### config.mk
export PLATFORM = sky130hd
export DESIGN_NAME = wb_dcache_controller
export DESIGN_NICKNAME = d
export VERILOG_FILES = /design/src/rtl/wb_dcache_controller.sv
export SDC_FILE = /design/constraint.sdc
export NUM_CORES = 1
export LEC_CHECK = 0
export BUFFER_PORTS_ARGS = -buffer_cell sky130_fd_sc_hd__buf_2
export CAP_MARGIN = 20
export CORE_UTILIZATION = 26
export DETAILED_ROUTE_END_ITERATION = 16
export PLACE_DENSITY = 0.56
export SYNTH_ARGS = -nofsm -noshare
export SYNTH_HDL_FRONTEND = slang
export SYNTH_SLANG_ARGS = --single-unit
### constraint.sdc
create_clock -name clk -period 1.6 [get_ports clk]
set_input_delay 0.16 -clock clk [delete_from_list [all_inputs] [get_ports clk]]
set_output_delay 0.16 -clock clk [all_outputs]
set_load 0.05 [all_outputs]
### src/rtl/wb_dcache_controller.sv
// Sequencing FSM for the write-back data cache and its victim cache: lookup, hit completion,
// victim refill, dirty writeback, line allocation and full-cache clean (flush) walks.
module wb_dcache_controller #(
  parameter int unsigned DCACHE_IDX_BITS = 5
) (
  input  logic                       clk,
  input  logic                       rst_n,
  input  logic                       lsummu2dcache_req_i,
  input  logic                       lsummu2dcache_wr_i,
  input  logic                       dcache_flush_i,
  output logic                       dcache2lsummu_ack_o,
  output logic                       dcache_flush_ack_o,
  input  logic                       cache_hit_i,
  input  logic                       cache_evict_req_i,
  input  logic                       dcache_valid_i,
  input  logic                       victim_hit_i,
  input  logic                       mem2dcache_ack_i,
  output logic                       dcache2mem_req_o,
  output logic                       dcache2mem_wr_o,
  output logic                       dcache_ram_req_o,
  output logic                       cache_wr_o,
  output logic                       cache_line_wr_o,
  output logic                       cache_line_clean_o,
  output logic                       cache_wrb_req_o,
  output logic                       victim_wr_en_o,
  output logic                       victim2dcache_wr_en_o,
  output logic                       dcache_victim_sel_o,
  output logic                       dcache_flush_o,
  output logic [DCACHE_IDX_BITS-1:0] evict_index_o
);

  typedef enum logic [3:0] {
    S_IDLE, S_LOOKUP, S_VFILL, S_WRBACK, S_ALLOC, S_REFETCH,
    S_FL_RD, S_FL_CHK, S_FL_WB, S_FL_NEXT
  } state_e;

  localparam logic [DCACHE_IDX_BITS-1:0] IDX_LAST = '1;

  state_e                     state_q, state_d;
  logic [DCACHE_IDX_BITS-1:0] idx_q, idx_d;

  always_ff @(posedge clk) begin
    if (!rst_n) begin
      state_q <= S_IDLE;
      idx_q   <= '0;
    end else begin
      state_q <= state_d;
      idx_q   <= idx_d;
    end
  end

  always_comb begin
    state_d = state_q;
    idx_d   = idx_q;
    case (state_q)
      S_IDLE: begin
        if (dcache_flush_i)           state_d = S_FL_RD;
        else if (lsummu2dcache_req_i) state_d = S_LOOKUP;
      end
      S_LOOKUP: begin
        if (cache_hit_i)            state_d = S_IDLE;
        else if (victim_hit_i)      state_d = S_VFILL;
        else if (cache_evict_req_i) state_d = S_WRBACK;
        else                        state_d = S_ALLOC;
      end
      S_VFILL:   state_d = S_LOOKUP;
      S_WRBACK:  if (mem2dcache_ack_i) state_d = S_ALLOC;
      S_ALLOC:   if (mem2dcache_ack_i) state_d = S_REFETCH;
      S_REFETCH: state_d = S_LOOKUP;
      S_FL_RD:   state_d = S_FL_CHK;
      S_FL_CHK:  state_d = cache_evict_req_i ? S_FL_WB : S_FL_NEXT;
      S_FL_WB:   if (mem2dcache_ack_i) state_d = S_FL_NEXT;
      S_FL_NEXT: begin
        if (idx_q == IDX_LAST) begin
          idx_d   = '0;
          state_d = S_IDLE;
        end else begin
          idx_d   = idx_q + 1'b1;
          state_d = S_FL_RD;
        end
      end
      default: state_d = S_IDLE;
    endcase
  end

  // Mem-ack-qualified strobes only fire in states that hold dcache2mem_req_o, so stray acks are inert.
  always_comb begin
    dcache2lsummu_ack_o   = 1'b0;
    dcache_flush_ack_o    = 1'b0;
    dcache2mem_req_o      = 1'b0;
    dcache2mem_wr_o       = 1'b0;
    dcache_ram_req_o      = 1'b0;
    cache_wr_o            = 1'b0;
    cache_line_wr_o       = 1'b0;
    cache_line_clean_o    = 1'b0;
    cache_wrb_req_o       = 1'b0;
    victim_wr_en_o        = 1'b0;
    victim2dcache_wr_en_o = 1'b0;
    dcache_victim_sel_o   = 1'b0;
    dcache_flush_o        = 1'b0;
    case (state_q)
      S_IDLE: dcache_ram_req_o = lsummu2dcache_req_i & ~dcache_flush_i;
      S_LOOKUP: begin
        if (cache_hit_i) begin
          dcache2lsummu_ack_o = 1'b1;
          cache_wr_o          = lsummu2dcache_wr_i;
        end else if (!victim_hit_i && !cache_evict_req_i && dcache_valid_i) begin
          victim_wr_en_o = 1'b1;
        end
      end
      S_VFILL: begin
        victim2dcache_wr_en_o = 1'b1;
        dcache_victim_sel_o   = 1'b1;
        dcache_ram_req_o      = 1'b1;
      end
      S_WRBACK: begin
        dcache2mem_req_o = 1'b1;
        dcache2mem_wr_o  = 1'b1;
        cache_wrb_req_o  = 1'b1;
        victim_wr_en_o   = mem2dcache_ack_i;
      end
      S_ALLOC: begin
        dcache2mem_req_o = 1'b1;
        cache_line_wr_o  = mem2dcache_ack_i;
      end
      S_REFETCH: dcache_ram_req_o = 1'b1;
      S_FL_RD: begin
        dcache_flush_o   = 1'b1;
        dcache_ram_req_o = 1'b1;
      end
      S_FL_CHK: dcache_flush_o = 1'b1;
      S_FL_WB: begin
        dcache_flush_o     = 1'b1;
        dcache2mem_req_o   = 1'b1;
        dcache2mem_wr_o    = 1'b1;
        cache_wrb_req_o    = 1'b1;
        cache_line_clean_o = mem2dcache_ack_i;
      end
      S_FL_NEXT: begin
        dcache_flush_o     = 1'b1;
        dcache_flush_ack_o = (idx_q == IDX_LAST);
      end
      default: ;
    endcase
  end

  assign evict_index_o = idx_q;

endmodule

==> flow_results.xml <==
<?xml version="1.0" encoding="UTF-8"?>
<metrics>
  <group name="run_status">
    <metric name="outcome" unit="">finished, violations left</metric>
    <metric name="violations" unit="">negative setup slack</metric>
  </group>
  <group name="setup_path">
    <metric name="critPathLaunchType" unit="">register</metric>
    <metric name="cell_by_cell_trace_of_the_critical_path" unit="">or4b_4, nor2_4, nand3_2, o21ai_2, buf_6</metric>
    <metric name="critPathCaptureType" unit="">output port</metric>
    <metric name="reg2regPathDepth" unit="">7</metric>
    <metric name="setup.worst_path.class" unit="">reg2out</metric>
    <metric name="regToRegStartpoint" unit="">state_q[3]</metric>
    <metric name="ff2ff_setup_slack" unit="ns">-0.02</metric>
    <metric name="slowest_delay" unit="ns">0.56</metric>
    <metric name="r2r_end" unit="">evict_index_o[2]</metric>
    <metric name="category_of_cells_accounting_for_the_largest_share_of_critical_path_delay" unit="">simple AND/OR/NAND/NOR gates</metric>
    <metric name="worst_ep_required_time" unit="ns">1.44</metric>
    <metric name="startpoint" unit="">state_q[3]</metric>
    <metric name="cp_max_fanout" unit="">2</metric>
    <metric name="timing.critical_path.arrival" unit="ns">1.58</metric>
    <metric name="cp_num_buf_inv" unit="">1</metric>
    <metric name="timing.critical_path.slowest_stage_cell" unit="">sky130_fd_sc_hd__or4b_4</metric>
  </group>
  <group name="power">
    <metric name="post_layout_power" unit="W">0.00138</metric>
    <metric name="max-vdd-ir-drop" unit="mV">0.546</metric>
    <metric name="power_density" unit="nW/µm²">955</metric>
    <metric name="leakagePower" unit="nW">0.618</metric>
  </group>
  <group name="floorplanning">
    <metric name="fp.coreArea" unit="µm²">2730</metric>
    <metric name="floorplan.initialDensity" unit="%">27.2</metric>
    <metric name="rows" unit="">19</metric>
    <metric name="die_x" unit="µm">55.5</metric>
    <metric name="fp.dieArea" unit="µm²">3080</metric>
    <metric name="die_h" unit="µm">55.5</metric>
    <metric name="io_pins" unit="">28</metric>
  </group>
  <group name="logic_synthesis">
    <metric name="synth.yosys.seq_area_share" unit="%">24.2</metric>
    <metric name="synth.top_cells.by_area" unit="">sky130_fd_sc_hd__dfxtp_1, sky130_fd_sc_hd__nor2_1, sky130_fd_sc_hd__o21ai_0</metric>
    <metric name="mappedNetlistNets" unit="">110</metric>
    <metric name="yosys_warnings" unit="">0</metric>
    <metric name="avgSynthCellArea" unit="µm²">7.58</metric>
    <metric name="netlist.top_cell.by_area" unit="">sky130_fd_sc_hd__dfxtp_1</metric>
    <metric name="yosys_most_used_dff" unit="">sky130_fd_sc_hd__dfxtp_1</metric>
    <metric name="post_synthesis_instance_area" unit="µm²">743</metric>
    <metric name="ys_types" unit="">37</metric>
    <metric name="number_of_enable_flip_flop_cells_after_synthesis" unit="">0</metric>
    <metric name="synth_top_area_share" unit="%">24.2</metric>
    <metric name="synth-async-reset-ratio" unit="%">0</metric>
    <metric name="synthesized_netlist_cell_count" unit="">98</metric>
    <metric name="ys_ff_latch" unit="">9</metric>
  </group>
  <group name="finish">
    <metric name="post_layout_nonfiller_instances" unit="">177</metric>
    <metric name="finalNetCount" unit="">159</metric>
    <metric name="mostFrequentLayoutCells" unit="">sky130_fd_sc_hd__buf_4, sky130_fd_sc_hd__buf_2, sky130_fd_sc_hd__buf_6</metric>
    <metric name="stdcell_area" unit="µm²">1440</metric>
    <metric name="final_common_cell" unit="">sky130_fd_sc_hd__buf_4</metric>
    <metric name="final_layout_size_suffix_gt1_share" unit="%">61.6</metric>
    <metric name="layout-area-overhead-vs-synth" unit="%">93.8</metric>
    <metric name="fillers" unit="">257</metric>
    <metric name="antennaDiodeCount" unit="">0</metric>
  </group>
  <group name="clocking">
    <metric name="cts_buffer_depth" unit="">2</metric>
    <metric name="clock_latency" unit="ns">0.26</metric>
    <metric name="clock_sink_count" unit="">9</metric>
    <metric name="postCtsHoldBufs" unit="">0</metric>
    <metric name="clk_transition_reported_paths" unit="ns">0.07</metric>
    <metric name="clock_tree_from_tritoncts" unit="">done</metric>
    <metric name="ctsRootBufferMaster" unit="">sky130_fd_sc_hd__clkbuf_4</metric>
    <metric name="cts_buffers" unit="">3</metric>
    <metric name="cts_h_tree_depth" unit="">1</metric>
  </group>
  <group name="sta">
    <metric name="rsz0062_at_grt" unit="">true</metric>
    <metric name="timing.fmax" unit="MHz">575</metric>
    <metric name="fin_skew" unit="ns">0.00371</metric>
    <metric name="final_max_slew_viol_count" unit="">0</metric>
    <metric name="crit_share_post_route" unit="%">109</metric>
    <metric name="post-route-min-period" unit="ns">1.74</metric>
    <metric name="hold_viol" unit="">0</metric>
    <metric name="fin_tns_setup" unit="ns">-0.483</metric>
    <metric name="slew-limit-headroom" unit="%">78.0</metric>
    <metric name="timing.final.ws_setup" unit="ns">-0.138</metric>
    <metric name="max_slew.worst_pin.slew" unit="ns">0.329</metric>
    <metric name="finalSetupViolCount" unit="">11</metric>
  </group>
  <group name="placed_design">
    <metric name="dpl-instance-area" unit="µm²">1020</metric>
    <metric name="gp_congestion" unit="">0.813</metric>
    <metric name="place.detailed.instances" unit="">158</metric>
    <metric name="dpl_hpwl" unit="µm">1560</metric>
    <metric name="count_of_buffers_inserted_at_the_top_level_ports" unit="">27</metric>
    <metric name="dpl_worst_slack" unit="ns">-0.0385</metric>
  </group>
  <group name="drt">
    <metric name="drt_iter0_drc" unit="">26</metric>
    <metric name="avgViaCountPerCell" unit="">5.21</metric>
    <metric name="overall_routed_net_length" unit="µm">2470</metric>
    <metric name="remaining_drc_errors" unit="">0</metric>
    <metric name="final_antenna_net_count" unit="">0</metric>
    <metric name="wl_per_cell" unit="µm">14.0</metric>
    <metric name="num_vias" unit="">923</metric>
    <metric name="drt_pass1_iterations" unit="">6</metric>
  </group>
  <group name="global_routing">
    <metric name="gr-usage-met1" unit="%">17.9</metric>
    <metric name="pin_count_of_the_biggest_net_entering_global_routing" unit="">16</metric>
    <metric name="grtUsageMet2" unit="%">25.3</metric>
    <metric name="grt_first_pass_wirelength" unit="µm">3660</metric>
    <metric name="antenna_found_initial" unit="">0</metric>
    <metric name="first_global_vias" unit="">833</metric>
    <metric name="grt_usage" unit="%">14.8</metric>
    <metric name="overflow" unit="">0</metric>
    <metric name="global_routing_s_busiest_layer" unit="">met2</metric>
    <metric name="global_route.usage.met3" unit="%">2.58</metric>
  </group>
  <group name="min_path">
    <metric name="timing.hold.worst.class" unit="">in2reg</metric>
    <metric name="hold-path-endpoint" unit="">state_q[1]</metric>
    <metric name="hold-path-cell-count" unit="">2</metric>
    <metric name="timing.hold.worst.start" unit="">rst_n</metric>
  </group>
  <group name="run">
    <metric name="timing.max_cap.violations" unit="">0</metric>
  </group>
</metrics>
-- stage by stage --
stage | hold slack [ns] | util (%)
final | 0.200 | 52.7
after global routing | 0.211 | 52.7
after CTS | 0.195 | 44.3
after detailed placement | 0.483 | 37.5
after global placement | 0.479 | 37.5
after floorplan | 0.281 | -
-- registers in the layout, indices dropped and copies added, names as in the netlist --
register and cells:
evict_index_o 5, state_q 4
-- cells in the mapped netlist, types with 2 or more instances --
library cell	count
sky130_fd_sc_hd__clkbuf_1	4
sky130_fd_sc_hd__nand2_1	7
sky130_fd_sc_hd__nor4b_1	4
sky130_fd_sc_hd__a21boi_0	3
sky130_fd_sc_hd__o21ai_0	8
sky130_fd_sc_hd__mux2_2	2
sky130_fd_sc_hd__o31ai_1	2
sky130_fd_sc_hd__nand3_1	3
sky130_fd_sc_hd__dfxtp_1	9
sky130_fd_sc_hd__mux2i_1	2
sky130_fd_sc_hd__nor2b_1	4
sky130_fd_sc_hd__and3_1	4
sky130_fd_sc_hd__a21oi_1	4
sky130_fd_sc_hd__inv_1	3
sky130_fd_sc_hd__ha_1	2
sky130_fd_sc_hd__and2_1	4
sky130_fd_sc_hd__buf_4	2
sky130_fd_sc_hd__nor2_1	12
-- area by class of cell --
type | count | area, µm² | area share [%]
inverters | 3 | 13.8 | 0.956
well taps | 31 | 38.8 | 2.69
multi-input cells | 78 | 692 | 48.0
clock buffers | 4 | 26.3 | 1.82
flip-flops and latches | 9 | 196 | 13.6
repair buffers | 52 | 473 | 32.8
-- kinds of logic (layout without fill, tap and decap cells) --
| family | count (synthesis) | count (layout) | share of synthesized area (%) |
|---|---|---|---|
| multiplexers | 4 | 4 | 5.72 |
| flip-flops | 9 | 9 | 24.2 |
| AO/OA/AOI/OAI | 24 | 24 | 21.4 |
| buffers and inverters | 11 | 59 | 7.74 |
| adder cells (fa/ha/maj) | 2 | 2 | 3.37 |
| AND/OR/NAND/NOR | 48 | 48 | 37.5 |
-- power by group --
group	switching (W)	internal, W	total, W
Clock	0.0000894	0.0000964	0.000186
Combinational	0.000495	0.000421	0.000916
Sequential	0.0000263	0.000248	0.000274
Total	0.000611	0.000765	0.00138
-- routing by layer --
layer | vias up | part of all wire, % | wire [µm]
met4 | 0 | 1.3 | 31
met3 | 4 | 5.3 | 132
li1 | 451 | - | -
met5 | - | 0 | 0
met1 | 435 | 45 | 1110
met2 | 33 | 48 | 1190
-- worst max path at each step --
stage / to / cells after the start / slack [ns]
2_1_floorplan: victim2dcache_wr_en_o / 3 / -0.15
5_1_grt: victim_wr_en_o / 5 / -0.19
3_5_place_dp: evict_index_o[2] / 7 / -0.04
4_1_cts: victim_wr_en_o / 5 / -0.16
3_3_place_gp: victim_wr_en_o / 5 / 0.03
6_report: victim_wr_en_o / 5 / -0.14
-- worst reg2reg max path, delay by kind of cell, from the launching register on --
family / cells / cell delay (ns)
AOI/OAI and AO/OA: 1 / 0.16
buffers and inverters: 3 / 0.39
DFF: 1 / 0.34
and+or+nand+nor: 3 / 0.66
-- timing repair --
item                       in CTS  in global routing
pin swaps                       4                 10
resized for setup              39                 27
cloned                          0                  1
buffers inserted                3                 11
setup endpoints to repair      14                 15
Note: power is estimated with default switching activity, not from simulation.
